## config.mk

```make
export PLATFORM = sky130hd
export DESIGN_NAME = spi_fifo_burst_rd
export DESIGN_NICKNAME = d
export VERILOG_FILES = /design/src/rtl/spi_fifo_burst_rd.sv
export SDC_FILE = /design/constraint.sdc
export NUM_CORES = 1
export LEC_CHECK = 0
export ABC_AREA = 1
export CORE_MARGIN = 2
export CORE_UTILIZATION = 38
export CTS_BUF_LIST = sky130_fd_sc_hd__clkbuf_8 sky130_fd_sc_hd__clkbuf_16
export CTS_CLUSTER_SIZE = 40
export DETAILED_ROUTE_END_ITERATION = 10
export PLACE_DENSITY_LB_ADDON = 0.3
export SLEW_MARGIN = 20
export SYNTH_ARGS = -nofsm -noshare
export SYNTH_HDL_FRONTEND = slang
export SYNTH_SLANG_ARGS = --single-unit
```

## constraint.sdc

```tcl
create_clock -name RCLOCK -period 1.6 [get_ports RCLOCK]
set_input_delay 0.32 -clock RCLOCK [delete_from_list [all_inputs] [get_ports RCLOCK]]
set_output_delay 0.32 -clock RCLOCK [all_outputs]
set_load 0.01 [all_outputs]
```

## src/rtl/spi_fifo_burst_rd.sv

```systemverilog
// Read-side burst controller: after a post-reset warm-up it drains BURST_WORDS FIFO words and shifts each
// out MSB-first on sclk/sdo under cs_n. Optional macro SPI_FIFO_BURST_UNDERRUN_ABORT_EN aborts on an empty FIFO.
module spi_fifo_burst_rd #(
    parameter int DW             = 8,
    parameter int BURST_WORDS    = 1024,
    parameter int STARTUP_CYCLES = 14,
    parameter int GAP_CYCLES     = 1
) (
    input  logic          RCLOCK,
    input  logic          rst,
    input  logic          en,
    input  logic          fifo_aempty,
    input  logic          fifo_empty,
    input  logic [DW-1:0] fifo_q,
    output logic          fifo_re,
    output logic          sclk,
    output logic          sdo,
    output logic          cs_n,
    output logic          busy,
    output logic          burst_done,
    output logic          ready
`ifdef SPI_FIFO_BURST_UNDERRUN_ABORT_EN
   ,output logic          underrun
`endif
);

    localparam int WW   = $clog2(BURST_WORDS + 1);
    localparam int BW   = $clog2(2 * DW);
    localparam int CMAX = (STARTUP_CYCLES > GAP_CYCLES) ? STARTUP_CYCLES : GAP_CYCLES;
    localparam int CW   = (CMAX > 1) ? $clog2(CMAX) : 1;

    localparam logic [WW-1:0] WORD_LAST = WW'(BURST_WORDS);
    localparam logic [BW-1:0] BIT_LAST  = BW'(2 * DW - 1);
    localparam logic [CW-1:0] WARM_LAST = CW'((STARTUP_CYCLES > 0) ? STARTUP_CYCLES - 1 : 0);
    localparam logic [CW-1:0] GAP_LAST  = CW'((GAP_CYCLES > 0) ? GAP_CYCLES - 1 : 0);

    typedef enum logic [2:0] {WARMUP, IDLE, READ, LOAD, SHIFT, GAP, DONE} state_t;

    state_t        state_q;
    logic [WW-1:0] word_q;
    logic [BW-1:0] bit_q;
    logic [CW-1:0] cnt_q;
    logic [DW-1:0] shift_q;
    logic          sclk_q;
    logic          sdo_q;
    logic          cs_n_q;
    logic          busy_q;
    logic          done_q;
    logic          ready_q;
`ifdef SPI_FIFO_BURST_UNDERRUN_ABORT_EN
    logic          underrun_q;
`endif

    logic [WW-1:0] word_d;
    logic [DW-1:0] shift_d;

    // NOTE: every variable assigned in always_comb gets a value on every path, otherwise a latch is inferred.
    always_comb begin
        word_d  = word_q + 1'b1;
        shift_d = shift_q << 1;
    end

    // The read strobe follows the registered state so the FIFO sees it in the same cycle as READ.
    assign fifo_re    = (state_q == READ) && !fifo_empty;
    assign sclk       = sclk_q;
    assign sdo        = sdo_q;
    assign cs_n       = cs_n_q;
    assign busy       = busy_q;
    assign burst_done = done_q;
    assign ready      = ready_q;
`ifdef SPI_FIFO_BURST_UNDERRUN_ABORT_EN
    assign underrun   = underrun_q;
`endif

    // NOTE: sequential state uses non-blocking assignments so every register samples pre-edge values.
    always_ff @(posedge RCLOCK or negedge rst) begin
        if (!rst) begin
            state_q    <= WARMUP;
            word_q     <= '0;
            bit_q      <= '0;
            cnt_q      <= '0;
            shift_q    <= '0;
            sclk_q     <= 1'b0;
            sdo_q      <= 1'b0;
            cs_n_q     <= 1'b1;
            busy_q     <= 1'b0;
            done_q     <= 1'b0;
            ready_q    <= 1'b0;
`ifdef SPI_FIFO_BURST_UNDERRUN_ABORT_EN
            underrun_q <= 1'b0;
`endif
        end else begin
            case (state_q)
                WARMUP: begin
                    if (cnt_q == WARM_LAST) begin
                        state_q <= IDLE;
                        ready_q <= 1'b1;
                        cnt_q   <= '0;
                    end else begin
                        cnt_q <= cnt_q + 1'b1;
                    end
                end

                IDLE: begin
                    if (en && !fifo_aempty) begin
                        state_q <= READ;
                        busy_q  <= 1'b1;
                        cs_n_q  <= 1'b0;
                        sclk_q  <= 1'b0;
                        word_q  <= '0;
                    end
                end

                READ: begin
                    if (!fifo_empty) begin
                        state_q <= LOAD;
`ifdef SPI_FIFO_BURST_UNDERRUN_ABORT_EN
                    end else begin
                        state_q    <= DONE;
                        done_q     <= 1'b1;
                        cs_n_q     <= 1'b1;
                        underrun_q <= 1'b1;
`endif
                    end
                end

                LOAD: begin
                    shift_q <= fifo_q;
                    sdo_q   <= fifo_q[DW-1];
                    sclk_q  <= 1'b0;
                    bit_q   <= '0;
                    state_q <= SHIFT;
                end

                SHIFT: begin
                    if (bit_q == BIT_LAST) begin
                        sclk_q <= 1'b0;
                        word_q <= word_d;
                        if (word_d == WORD_LAST) begin
                            state_q <= DONE;
                            done_q  <= 1'b1;
                            cs_n_q  <= 1'b1;
                        end else if (GAP_CYCLES == 0) begin
                            state_q <= READ;
                        end else begin
                            state_q <= GAP;
                            cnt_q   <= '0;
                        end
                    end else begin
                        bit_q <= bit_q + 1'b1;
                        // Even phase -> raise sclk with sdo held; odd phase -> drop sclk and present the next bit.
                        if (!bit_q[0]) begin
                            sclk_q <= 1'b1;
                        end else begin
                            sclk_q  <= 1'b0;
                            shift_q <= shift_d;
                            sdo_q   <= shift_d[DW-1];
                        end
                    end
                end

                GAP: begin
                    if (cnt_q == GAP_LAST) begin
                        state_q <= READ;
                        cnt_q   <= '0;
                    end else begin
                        cnt_q <= cnt_q + 1'b1;
                    end
                end

                DONE: begin
                    done_q  <= 1'b0;
                    busy_q  <= 1'b0;
                    state_q <= IDLE;
                end

                default: begin
                    state_q <= IDLE;
                    done_q  <= 1'b0;
                    busy_q  <= 1'b0;
                    cs_n_q  <= 1'b1;
                    sclk_q  <= 1'b0;
                end
            endcase
        end
    end

endmodule

```

== After elaboration in Yosys (flattened, before gate mapping) ==
Cells that the tools add are included.
Cells by class
  $add $sub $neg: 3
  equal/unequal tests: 18
  multiplexer cells: 33
  bitwise operators: 4
  reductions and logical operators: 23
Operators by type and width (count)
  11-bit 2-to-1 mux: 2
  11-bit case mux with 2 select lines: 1
  4-bit 2-to-1 mux: 5
  2-bit inequality test, second input constant: 9
  3-bit case mux with 6 select lines: 1
  3-bit 2-to-1 mux: 5
  5-bit OR reduction: 3
  7-bit 2-to-1 mux: 2
  7-bit case mux with 2 select lines: 1
  4-bit case mux with 3 select lines: 1
  3-bit AND reduction: 4
  11-bit by 1-bit adder with 11-bit output, second input constant: 1
  11-bit equality test, second input constant: 1
  3-bit equality test, second input constant: 3
  4-bit by 1-bit adder with 4-bit output, second input constant: 2
  4-bit equality test, second input constant: 2
  1-bit 2-to-1 mux: 8
  4-bit case mux with 2 select lines: 1
  2-bit AND reduction: 4
  3-bit by 2-bit equality test with 1-bit output, second input constant: 2
  1-bit case mux with 2 select lines: 3
  1-bit case mux with 3 select lines: 2
  5-bit AND reduction: 1
  4-bit zero test: 1
  other kinds (10): 16
Storage, ports and cells
  register bits after elaboration: 35
  input port bits: 13
  output and inout port bits: 7
  word-level logic and storage cells: 92

== Depth between registers and ports, before layout ==
Gate-level depths: netlist of the first run.
  depth after elaboration: 5
  mapped depth: 13
  mapped depth without buffers: 13

== Worst setup path before layout of the first run ==
OpenSTA, ideal clock, no wires.
  path kind: register -> register
  start: reg bit_q[0]
  end: reg shift_q[4]
  data arrival time: 1.548 ns
  required time: 1.478 ns
  slack: -0.071 ns
  stages on the path, launching flop included: 10
  path buffers: 1
  cells stage by stage: dfrtp_1 > ha_1 > nand2_1 > nor2_1 > nor2_8 > a21oi_4 > clkinv_4 > buf_12 > o211ai_4 > o21ai_2
Between the ends
  cells in the longest elaborated chain, start to end: 3
  elaborated cells between the ends (all ways): 4
  those cells by class: 3 x eq/ne; 1 x reduce/logical
Ends and longest elaborated chain
  start, declared: line 41  | logic [BW-1:0] bit_q;
  start signal, assigned: line 150  | bit_q <= bit_q + 1'b1;
  4-bit equality test: line 136  | if (bit_q == BIT_LAST) begin
  2-bit inequality test (no line)
  3-bit AND reduction (no line) *
  end signal, assigned: line 128  | shift_q <= fifo_q;
  end signal, assigned: line 156  | shift_q <= shift_d;
  end, declared: line 43  | logic [DW-1:0] shift_q;
Mark *: on every way between the ends. The rest lies on a longest branch, timed or not.
A chain may end at the register's enable or synchronous reset.

== Worst setup path in the final report of the first run ==
  start: reg word_q[1]
  end: reg state_q[1]
Between the ends
  cells in the longest elaborated chain, start to end: 5
Ends and longest elaborated chain
  start, declared: line 40  | logic [WW-1:0] word_q;
  start signal, assigned: line 138  | word_q <= word_d;
  11-bit by 1-bit adder with 11-bit output: line 59  | word_d = word_q + 1'b1;
  11-bit equality test: line 139  | if (word_d == WORD_LAST) begin
  2-bit 2-to-1 mux: line 139
  3-bit 2-to-1 mux: line 136
  3-bit case mux with 6 select lines: line 93  | case (state_q)
  end signal, assigned: line 96  | state_q <= IDLE;
  end signal, assigned: line 140  | state_q <= DONE;
  end signal, assigned: line 144  | state_q <= READ;
  end, declared: line 39  | state_t state_q;
Every way passes these cells. The select of a mux whose other input is x is not followed.

==> impl_metrics.yaml, run 1 <==
status:
  outcome: "finished, violations left"
  violations: "setup timing"
die:
  dieArea_um2: 6230
  rows: 27
  die_y_um: 78.9
  coreArea_um2: 5470
  die_w_um: 78.9
  start_util_pct: 39.0
  io_pins: 20
pwr:
  power_density_nw_per_um2: 1650
  ir_drop_v: 0.000873
  p_leak_uw: 0.00137
  total_power_uw: 4800
yosys:
  synth_compound_gate_area_share_pct: 13.5
  synthesis.nets: 299
  synth_cells: 280
  synth-edff-count: 0
  netlist_area_um2: 2130
  synthFlopType: "dfrtp_1"
  ys.warnings.count: 0
  yosysMostFrequentCell: "nand2_1"
  yosys.area_share.xor_xnor_pct: 1.23
  yosys.area.top_type_share_pct: 39.9
  synth_adder_area_share_pct: 3.52
  synth_mux_area_share_pct: 0
  synth_area_leader_cell: "dfrtp_1"
  synth_top_family_by_area: "simple AND/OR/NAND/NOR gates"
  ys_seq_area_share_pct: 41.1
  synthTopCellsByArea: "dfrtp_1 (40%), nand2_1 (15%), nand3_1 (6.1%)"
  synth_common_cells: "nand2_1 (85), dfrtp_1 (34), inv_1 (34)"
  yosys.area_share.simple_pct: 32.1
  async_reset_ff_share_pct: 100
  synth_seq_cells: 35
  synthDistinctLibCells: 34
  syn_avg_cell_area_um2: 7.62
clocking:
  clock-sinks: 35
  cts_tree: "done"
  htreeDepth: 2
  clk_pin_slew_ns: 0.08
  root_buffer: "clkbuf_8"
  numCtsBuffers: 5
  cts_buffer_depth: 2
  clk_latency_ns: 0.29
global_routing:
  grt_use_met3_pct: 3.52
  top_usage_layer: "met2"
  grt_pass1_wl_mm: 8.16
  grt_use_met2_pct: 28.0
  grt_use_met1_pct: 21.7
  grt_overflow: 0
  grt_max_degree: 16
  grt_pass1_vias: 1841
  grt.total_usage_pct: 16.8
  antenna_found_initial: 0
timing:
  max-slew-margin-rel_pct: 78.4
  setup_viol: 6
  min_period_over_period_pct: 103
  finClkSkew_ns: 0.00496
  hold_viol: 0
  fmaxAchievable_ghz: 0.608
  period_minus_slack_ns: 1.64
  worst_pin_slew_ns: 0.325
  final.setup.worst_slack_ns: -0.0442
  hold_ws_ns: 0.448
  rsz0062_at_grt: "true"
  slew_viol_final: 0
cells_and_area:
  area_growth_pct: 36.5
  antenna_cells: 0
  nNetsFinal: 363
  drive_gt1_share_pct: 28.4
job:
  drv_cap: 0
critical_path:
  path_cells: "ha_4 > nand2_4 > nor2_4 > nand2_2 > nand2_2 > nand2_2 > nor2_4 > nand3_4 > nand2_1 > nand2_1 > nand2_1"
  critPathBufInv: 0
  crit_path_end_kind: "flop"
  timing.rr.end: "state_q[1]"
  cp.arrival_ns: 1.88
  cp-start-kind: "flop"
  required_ns: 1.84
  cp_max_fo: 6
  cp_slowest_cell: "dfrtp_1"
  r2r-start: "word_q[1]"
  critPathKind: "reg -> reg"
  crit_family: "simple AND/OR/NAND/NOR gates"
  rr_worst_depth: 11
  critPathMaxStageDelay_ns: 0.42
  rrSetupSlack_ns: -0.04
placed_design:
  routabilityCongestion: 0.827
  dp.final_hpwl_mm: 3.63
  numPortBuffers: 19
routing:
  ant_nets: 0
  drt_first_pass_iters: 4
  routed_wl_mm: 5.01
  post-route-drc-count: 0
  num_vias: 1988
  vias_per_cell: 4.77
  avgRoutedWirePerCell_um: 12.0
  drt_iter0_drc: 108
hold_path:
  min_path_type: "in -> async"
[cell type report]
cell class | count | area [µm²]
fillers | 546 | 2560
multi-input cells | 203 | 1200
flip-flops and latches | 35 | 877
repair buffers | 58 | 490
inverters | 40 | 165
well taps | 72 | 90.1
clock buffers | 5 | 68.8
clock inverters | 3 | 15.0
repair inverters | 1 | 5.00
[worst max path at each step]
stage                     cells after the start    endpoint  startpoint  slack (ns)
after floorplan                              12    cnt_q[0]   word_q[0]        0.02
after global placement                        3     fifo_re  fifo_empty       -0.09
after detailed placement                     11    cnt_q[1]   word_q[1]       -0.14
after CTS                                    11    cnt_q[1]   word_q[1]       -0.07
after global routing                         11    cnt_q[1]   word_q[1]       -0.17
final                                        11  state_q[1]   word_q[1]       -0.04
[state kept, by name, indices dropped and copies added, names as in the netlist]
name / flops
cnt_q: 4
bit_q: 4
sclk: 1
ready: 1
state_q: 3
burst_done: 1
busy: 1
sdo: 1
cs_n: 1
shift_q: 7
word_q: 11
[worst reg2reg max path: stages (launching register included)]
cell,delay (ns)
dfrtp_1,0.42
ha_4,0.18
nand2_4,0.08
nor2_4,0.21
nand2_2,0.08
nand2_2,0.08
nand2_2,0.06
nor2_4,0.14
nand3_4,0.13
nand2_1,0.10
nand2_1,0.06
nand2_1,0.06
[logic make-up after synthesis]
family | Yosys count
AOI/OAI and AO/OA | 40
xor gates and xnor gates | 3
adders and majority gates | 6
buffers and inverters | 42
DFF | 35
and+or+nand+nor | 154
[stage by stage]
step | std cells | util [%] | cell area (µm²) | setup slack [ns] | TNS [ns]
6_report | 417 | 53.2 | 2910 | -0.0442 | -0.157
5_1_grt | 417 | 53.2 | 2910 | -0.167 | -1.16
4_1_cts | 408 | 50.3 | 2750 | -0.0728 | -0.374
3_5_place_dp | 399 | 47.9 | 2620 | -0.144 | -1.05
3_3_place_gp | 399 | 47.9 | 2620 | -0.0945 | -0.514
2_1_floorplan | 280 | - | 2140 | 0.0164 | 0
[timing repair]
item	CTS	global route
setup buffers	0	8
hold buffers	1	0
cloned	0	1
hold endpoints to repair	9	0
gates resized for setup	12	35
endpoints found under the setup margin	12	25
pin swaps	5	13
[layer usage]
layer | wire, µm | up-vias
li1 | - | 1033
met1 | 2370 | 916
met2 | 2430 | 32
met3 | 152 | 7
met4 | 62 | 0
met5 | 0 | -
[layout by cell type (no fill, tap or decap), types with 5 or more instances in the layout]
cell / instances
nand3_1: 23
nand2_2: 12
nor2_1: 22
o22ai_1: 7
nand2_1: 73
ha_1: 5
clkdlybuf4s50_1: 16
inv_1: 31
dfrtp_1: 34
buf_4: 36
o21ai_0: 11
nor2_4: 7
inv_2: 5
clkbuf_8: 5
[power by group]
part	switching, µW	internal (µW)	leakage [µW]
clock	344	298	0.0000477
combinational	1470	1190	0.000876
sequential	262	1240	0.000448
total	2080	2720	0.00137
(Power assumes the default switching activity.)
==> run 2: changes to the inputs <==
Settings changed: SETUP_SLACK_MARGIN set to 0.3.
==> run 2 against run 1 <==
Against the previous run: the run still ends with setup timing left; hold slack better by 0.027 ns; largest power group unchanged; cell count up 1.4%; clock power decreased by 2%; core utilization up 4.9 points; clock skew shrank 0.00088 ns; non-clock buffer count is 6 higher; critical path depth rose by 1.
==> impl_metrics.yaml, run 2 (synthesis gave the netlist of run 1 again) <==
critical_path:
  cp-start-kind: "flop"
  crit_family: "simple AND/OR/NAND/NOR gates"
  required_ns: 1.83
  cp.arrival_ns: 1.90
  path_cells: "buf_4 > buf_4 > nand4_1 > nand2_1 > nor2_1 > nand2_2 > nor2_4 > nand3_2 > nand2_2 > nand2_1 > nand2_1 > nand2_1"
  crit_path_end_kind: "flop"
  cp_slowest_cell: "dfrtp_1"
  critPathBufInv: 2
  cpMostUsedCell: "nand2_1"
  critPathMaxStageDelay_ns: 0.42
  critPathKind: "reg -> reg"
  cp_max_fo: 3
routing:
  vias_per_cell: 4.98
  dr_wl_met2_mm: 2.64
  dr_wl_met3_um: 209
  avgRoutedWirePerCell_um: 12.4
  drt-met1-wl_mm: 2.31
  drt_iter0_drc: 74
  drt_first_pass_iters: 4
  ant_nets: 0
  num_vias: 2105
  post-route-drc-count: 0
  routed_wl_mm: 5.24
  topRoutingLayerUsed: "met4"
cells_and_area:
  stdcell_area_um2: 3180
  antenna_cells: 0
  largest_reg_flops: 11
  post-route-util_pct: 58.2
  area_growth_pct: 49.2
  nNetsFinal: 369
  mostFrequentLayoutCells: "nand2_1 (66), dfrtp_1 (34), buf_4 (34)"
  final_common_cell: "nand2_1"
  fill_cells: 504
  regMostFlops: "word_q"
  top_regs: "word_q (11), shift_q (7)"
  drive_gt1_share_pct: 39.0
global_routing:
  grt_pass1_wl_mm: 8.47
  grt.total_usage_pct: 17.2
  antenna_found_initial: 0
  grt_overflow: 0
  grt_max_degree: 21
  grt_pass1_vias: 1956
clocking:
  clock-sinks: 35
  numCtsBuffers: 5
  cts_buffer_depth: 2
  clk_pin_slew_ns: 0.07
  htreeDepth: 2
  clk_latency_ns: 0.29
  cts_tree: "done"
  root_buffer: "clkbuf_8"
timing:
  finClkSkew_ns: 0.00408
  hold_ws_ns: 0.475
  fmaxAchievable_ghz: 0.599
  min_period_over_period_pct: 104
  final.setup.worst_slack_ns: -0.0686
  rsz0062_at_grt: "true"
  worst_pin_slew_ns: 0.435
  slew_viol_final: 0
  period_minus_slack_ns: 1.67
  hold_viol: 0
  setup_viol: 8
  max-slew-margin-rel_pct: 71.0
die:
  die_w_um: 78.9
  io_pins: 20
  rows: 27
  start_util_pct: 39.0
  die_y_um: 78.9
  coreArea_um2: 5470
  dieArea_um2: 6230
status:
  violations: "setup timing"
  outcome: "finished, violations left"
placed_design:
  routabilityCongestion: 0.799
  dp_slack_ns: -0.0950
  numPortBuffers: 19
  dp.final_hpwl_mm: 3.42
  placed_cell_area_um2: 2580
pwr:
  power_density_nw_per_um2: 1670
  p_leak_uw: 0.00146
  ir_drop_v: 0.00110
job:
  drv_cap: 0
hold_path:
  min_path_type: "reg -> reg"
run 2: cell count changes in the layout (fill, tap and decap cells not counted), moves of 6 or more:
cell     previous run  this run
o22ai_1             7         1
o22ai_2             0         6
nand2_1            73        66
o21ai_0            11         5
buf_6               1         8
run 2: timing repair:
item                                   in CTS  in global routing
endpoints found under the hold margin      14                  0
pin swaps                                  22                 16
hold buffers                                1                  0
buffers inserted                           15                  8
resized for setup                          72                 35
setup endpoints to repair                  40                 38
gates cloned                                1                  0
run 2: layer usage:
| metal | up-vias | track usage, % |
|---|---|---|
| li1 | 1047 | - |
| met1 | 999 | 21.6 |
| met2 | 49 | 29.7 |
| met3 | 10 | 3.86 |
| met4 | 0 | 5.17 |
| met5 | - | 0 |
run 2: path summary, 6_finish.rpt:
kind,from,end,slack [ns],cells after the start
hold / removal,cs_n,cs_n,0.47,2
setup reg to reg,word_q[0],cs_n,-0.07,12
max in group asynchronous,rst,bit_q[0],0.65,3
min in group asynchronous,rst,word_q[7],0.50,2
setup / recovery,word_q[0],cs_n,-0.07,12
hold reg to reg,cs_n,cs_n,0.47,2
run 2: cell type report:
class | count | area [µm²] | share of cell area (%)
multi-input combinational | 203 | 1360 | 42.6
sequential | 35 | 877 | 27.6
timing repair buffer | 64 | 584 | 18.4
inverter | 40 | 183 | 5.74
tap | 72 | 90.1 | 2.83
clock buffer | 5 | 68.8 | 2.16
clock inverter | 3 | 16.3 | 0.511
timing repair inverter | 1 | 8.76 | 0.275
run 2: where the power goes:
| part | internal, µW | leakage [µW] | switching, µW |
|---|---|---|---|
| combinational | 1450 | 0.000967 | 1710 |
| clock | 298 | 0.0000453 | 334 |
| sequential | 1240 | 0.000448 | 278 |
| total | 2990 | 0.00146 | 2320 |
run 2: through the flow:
step / TNS (ns) / cells / total power [µW]
2_1_floorplan: 0 / 280 / 3010
3_3_place_gp: -0.253 / 390 / 3730
3_5_place_dp: -0.430 / 390 / 3770
4_1_cts: -0.0705 / 415 / 4970
5_1_grt: -2.22 / 423 / 5730
6_report: -0.419 / 423 / 5310
run 2: worst min-delay path: stages, from the launching register on:
cell and delay (ns):
dfstp_2 0.38, nand2_1 0.05, nand2_1 0.04
==> run 3: changes to the inputs <==
Settings changed: CORE_MARGIN 2 to 5.
==> run 3 against run 2 <==
Against the previous run: the flow still finishes with violations (setup timing); die area increased by 16%; first-iteration DRC count increased by 6.8%; cell count increased by 0.95%; non-clock buffer count increased by 4; register-to-register slack better by 0.02 ns; via count down 2.8%; core utilization up 0.32 points; routed wire length shrank 0.25%; worst setup slack better by 0.020 ns; design area increased by 0.55%; largest power group unchanged.
==> impl_metrics.yaml, run 3 (synthesis gave the netlist of run 1 again) <==
cells_and_area:
  final_common_cell: "nand2_1"
  drive_gt1_share_pct: 37.7
  fill_cells: 494
  area_growth_pct: 50.0
  top_regs: "word_q (11), shift_q (7)"
  mostFrequentLayoutCells: "nand2_1 (68), buf_4 (36), dfrtp_1 (34)"
  stdcell_area_um2: 3200
  nNetsFinal: 373
  largest_reg_flops: 11
  antenna_cells: 0
  regMostFlops: "word_q"
placed_design:
  numPortBuffers: 19
  dp.final_hpwl_mm: 3.47
  routabilityCongestion: 0.853
  placed_cell_area_um2: 2580
critical_path:
  cp_slowest_cell: "dfrtp_1"
  critPathKind: "reg -> reg"
  cp-start-kind: "flop"
  crit_path_end_kind: "flop"
  rrSetupSlack_ns: -0.05
  critPathMaxStageDelay_ns: 0.42
  critPathBufInv: 0
  timing.rr.end: "cs_n"
  rr_worst_depth: 12
  crit_family: "simple AND/OR/NAND/NOR gates"
  r2r-start: "word_q[1]"
  cp-startpoint: "word_q[1]"
  cp_max_fo: 6
  required_ns: 1.83
  cp.arrival_ns: 1.87
  path_cells: "ha_4 > nand2_4 > nor2_4 > nand2_2 > nand2_1 > nand2_2 > nor2_2 > nand3_2 > nand2_4 > nand2_2 > nand2_1 > nand2_1"
timing:
  hold_ws_ns: 0.482
  hold_viol: 0
  max-slew-margin-rel_pct: 70.9
  setup_viol: 6
  final.setup.worst_slack_ns: -0.0488
  worst_pin_slew_ns: 0.437
  slew_viol_final: 0
  fin_tns_setup_ns: -0.107
  finClkSkew_ns: 0.00940
  rsz0062_at_grt: "true"
  period_minus_slack_ns: 1.65
  min_period_over_period_pct: 103
  fmaxAchievable_ghz: 0.607
pwr:
  total_power_uw: 5290
  ir_drop_v: 0.00103
  power_density_nw_per_um2: 1650
  p_leak_uw: 0.00150
job:
  drv_cap: 0
routing:
  routed_wl_mm: 5.23
  avgRoutedWirePerCell_um: 12.2
  vias_per_cell: 4.79
  post-route-drc-count: 0
  drt_first_pass_iters: 4
  ant_nets: 0
  num_vias: 2047
  drt_iter0_drc: 79
die:
  rows: 27
  die_y_um: 84.9
  die_w_um: 84.9
  dieArea_um2: 7210
  io_pins: 20
  coreArea_um2: 5470
  start_util_pct: 39.0
hold_path:
  holdCritStartpoint: "cs_n"
  min_path_cells: 2
  min_path_type: "reg -> reg"
  hold_end: "cs_n"
clocking:
  htreeDepth: 2
  clk_latency_ns: 0.29
  cts_buffer_depth: 2
  numCtsBuffers: 5
  clk_pin_slew_ns: 0.08
  cts_tree: "done"
  root_buffer: "clkbuf_8"
  clock-sinks: 35
status:
  violations: "setup timing"
  outcome: "finished, violations left"
global_routing:
  grt.total_usage_pct: 15.2
  grt_max_degree: 21
  antenna_found_initial: 0
  grt_pass1_wl_mm: 8.96
  grt_overflow: 0
  grt_pass1_vias: 2028
-- run 3: cell count changes in the layout (fill, tap and decap cells not counted), moves of 2 or more --
cell,before,now
nor2_1,17,19
o22ai_1,1,5
nand2_1,66,68
buf_4,34,36
inv_1,29,31
o22ai_2,6,1
nor2_4,11,8
buf_6,8,10
nand2_2,16,13
-- run 3: worst max-delay path by stage --
stage / end / slack [ns] / cells past startpoint
2_1_floorplan: shift_q[4] / 0.08 / 9
3_3_place_gp: fifo_re / -0.10 / 3
3_5_place_dp: fifo_re / -0.11 / 3
4_1_cts: cs_n / -0.02 / 12
5_1_grt: cs_n / -0.16 / 12
6_report: cs_n / -0.05 / 12
-- run 3: worst register-to-register path, stage by stage (launching register included) --
cell and delay [ns]:
dfrtp_1 0.42, ha_4 0.17, nand2_4 0.07, nor2_4 0.18, nand2_2 0.08, nand2_1 0.09, nand2_2 0.07, nor2_2 0.15
nand3_2 0.12, nand2_4 0.10, nand2_2 0.05, nand2_1 0.05, nand2_1 0.04
-- run 3: where the power goes --
part	total, µW	leakage (µW)	switching [µW]	internal [µW]
sequential	1520	0.000448	280	1240
clock	610	0.0000505	318	293
combinational	3160	0.00100	1710	1450
total	5290	0.00150	2300	2980
-- run 3: repair_timing --
action / in CTS / in global routing
hold endpoints to repair: 14 / 0
gates resized for setup: 71 / 31
pin swaps: 19 / 18
buffers inserted: 21 / 6
hold buffers: 1 / 0
gates cloned: 1 / 0
endpoints found under the setup margin: 40 / 38
-- run 3: area by class of cell --
| cell class | instances | area, µm² | area share [%] |
|---|---|---|---|
| Timing Repair inverter | 1 | 11.3 | 0.352 |
| Clock buffer | 5 | 68.8 | 2.15 |
| Inverter | 40 | 178 | 5.55 |
| Tap cell | 72 | 90.1 | 2.81 |
| Sequential cell | 35 | 877 | 27.4 |
| Timing Repair Buffer | 68 | 622 | 19.4 |
| Multi-Input combinational cell | 203 | 1340 | 41.9 |
| Clock inverter | 3 | 12.5 | 0.391 |
-- run 3: per-stage QoR --
step                      cells  setup WS [ns]  util [%]
after floorplan             280         0.0812         -
after global placement      390         -0.102      47.2
after detailed placement    390         -0.111      47.2
after CTS                   421        -0.0212      55.9
after global routing        427         -0.159      58.5
final                       427        -0.0488      58.5
-- run 3: routing by layer --
layer | wire length [µm] | GRT usage, %
met1 | 2340 | 18.6
met4 | 87 | 4.32
met5 | 0 | 0
met2 | 2600 | 26.3
met3 | 201 | 3.98
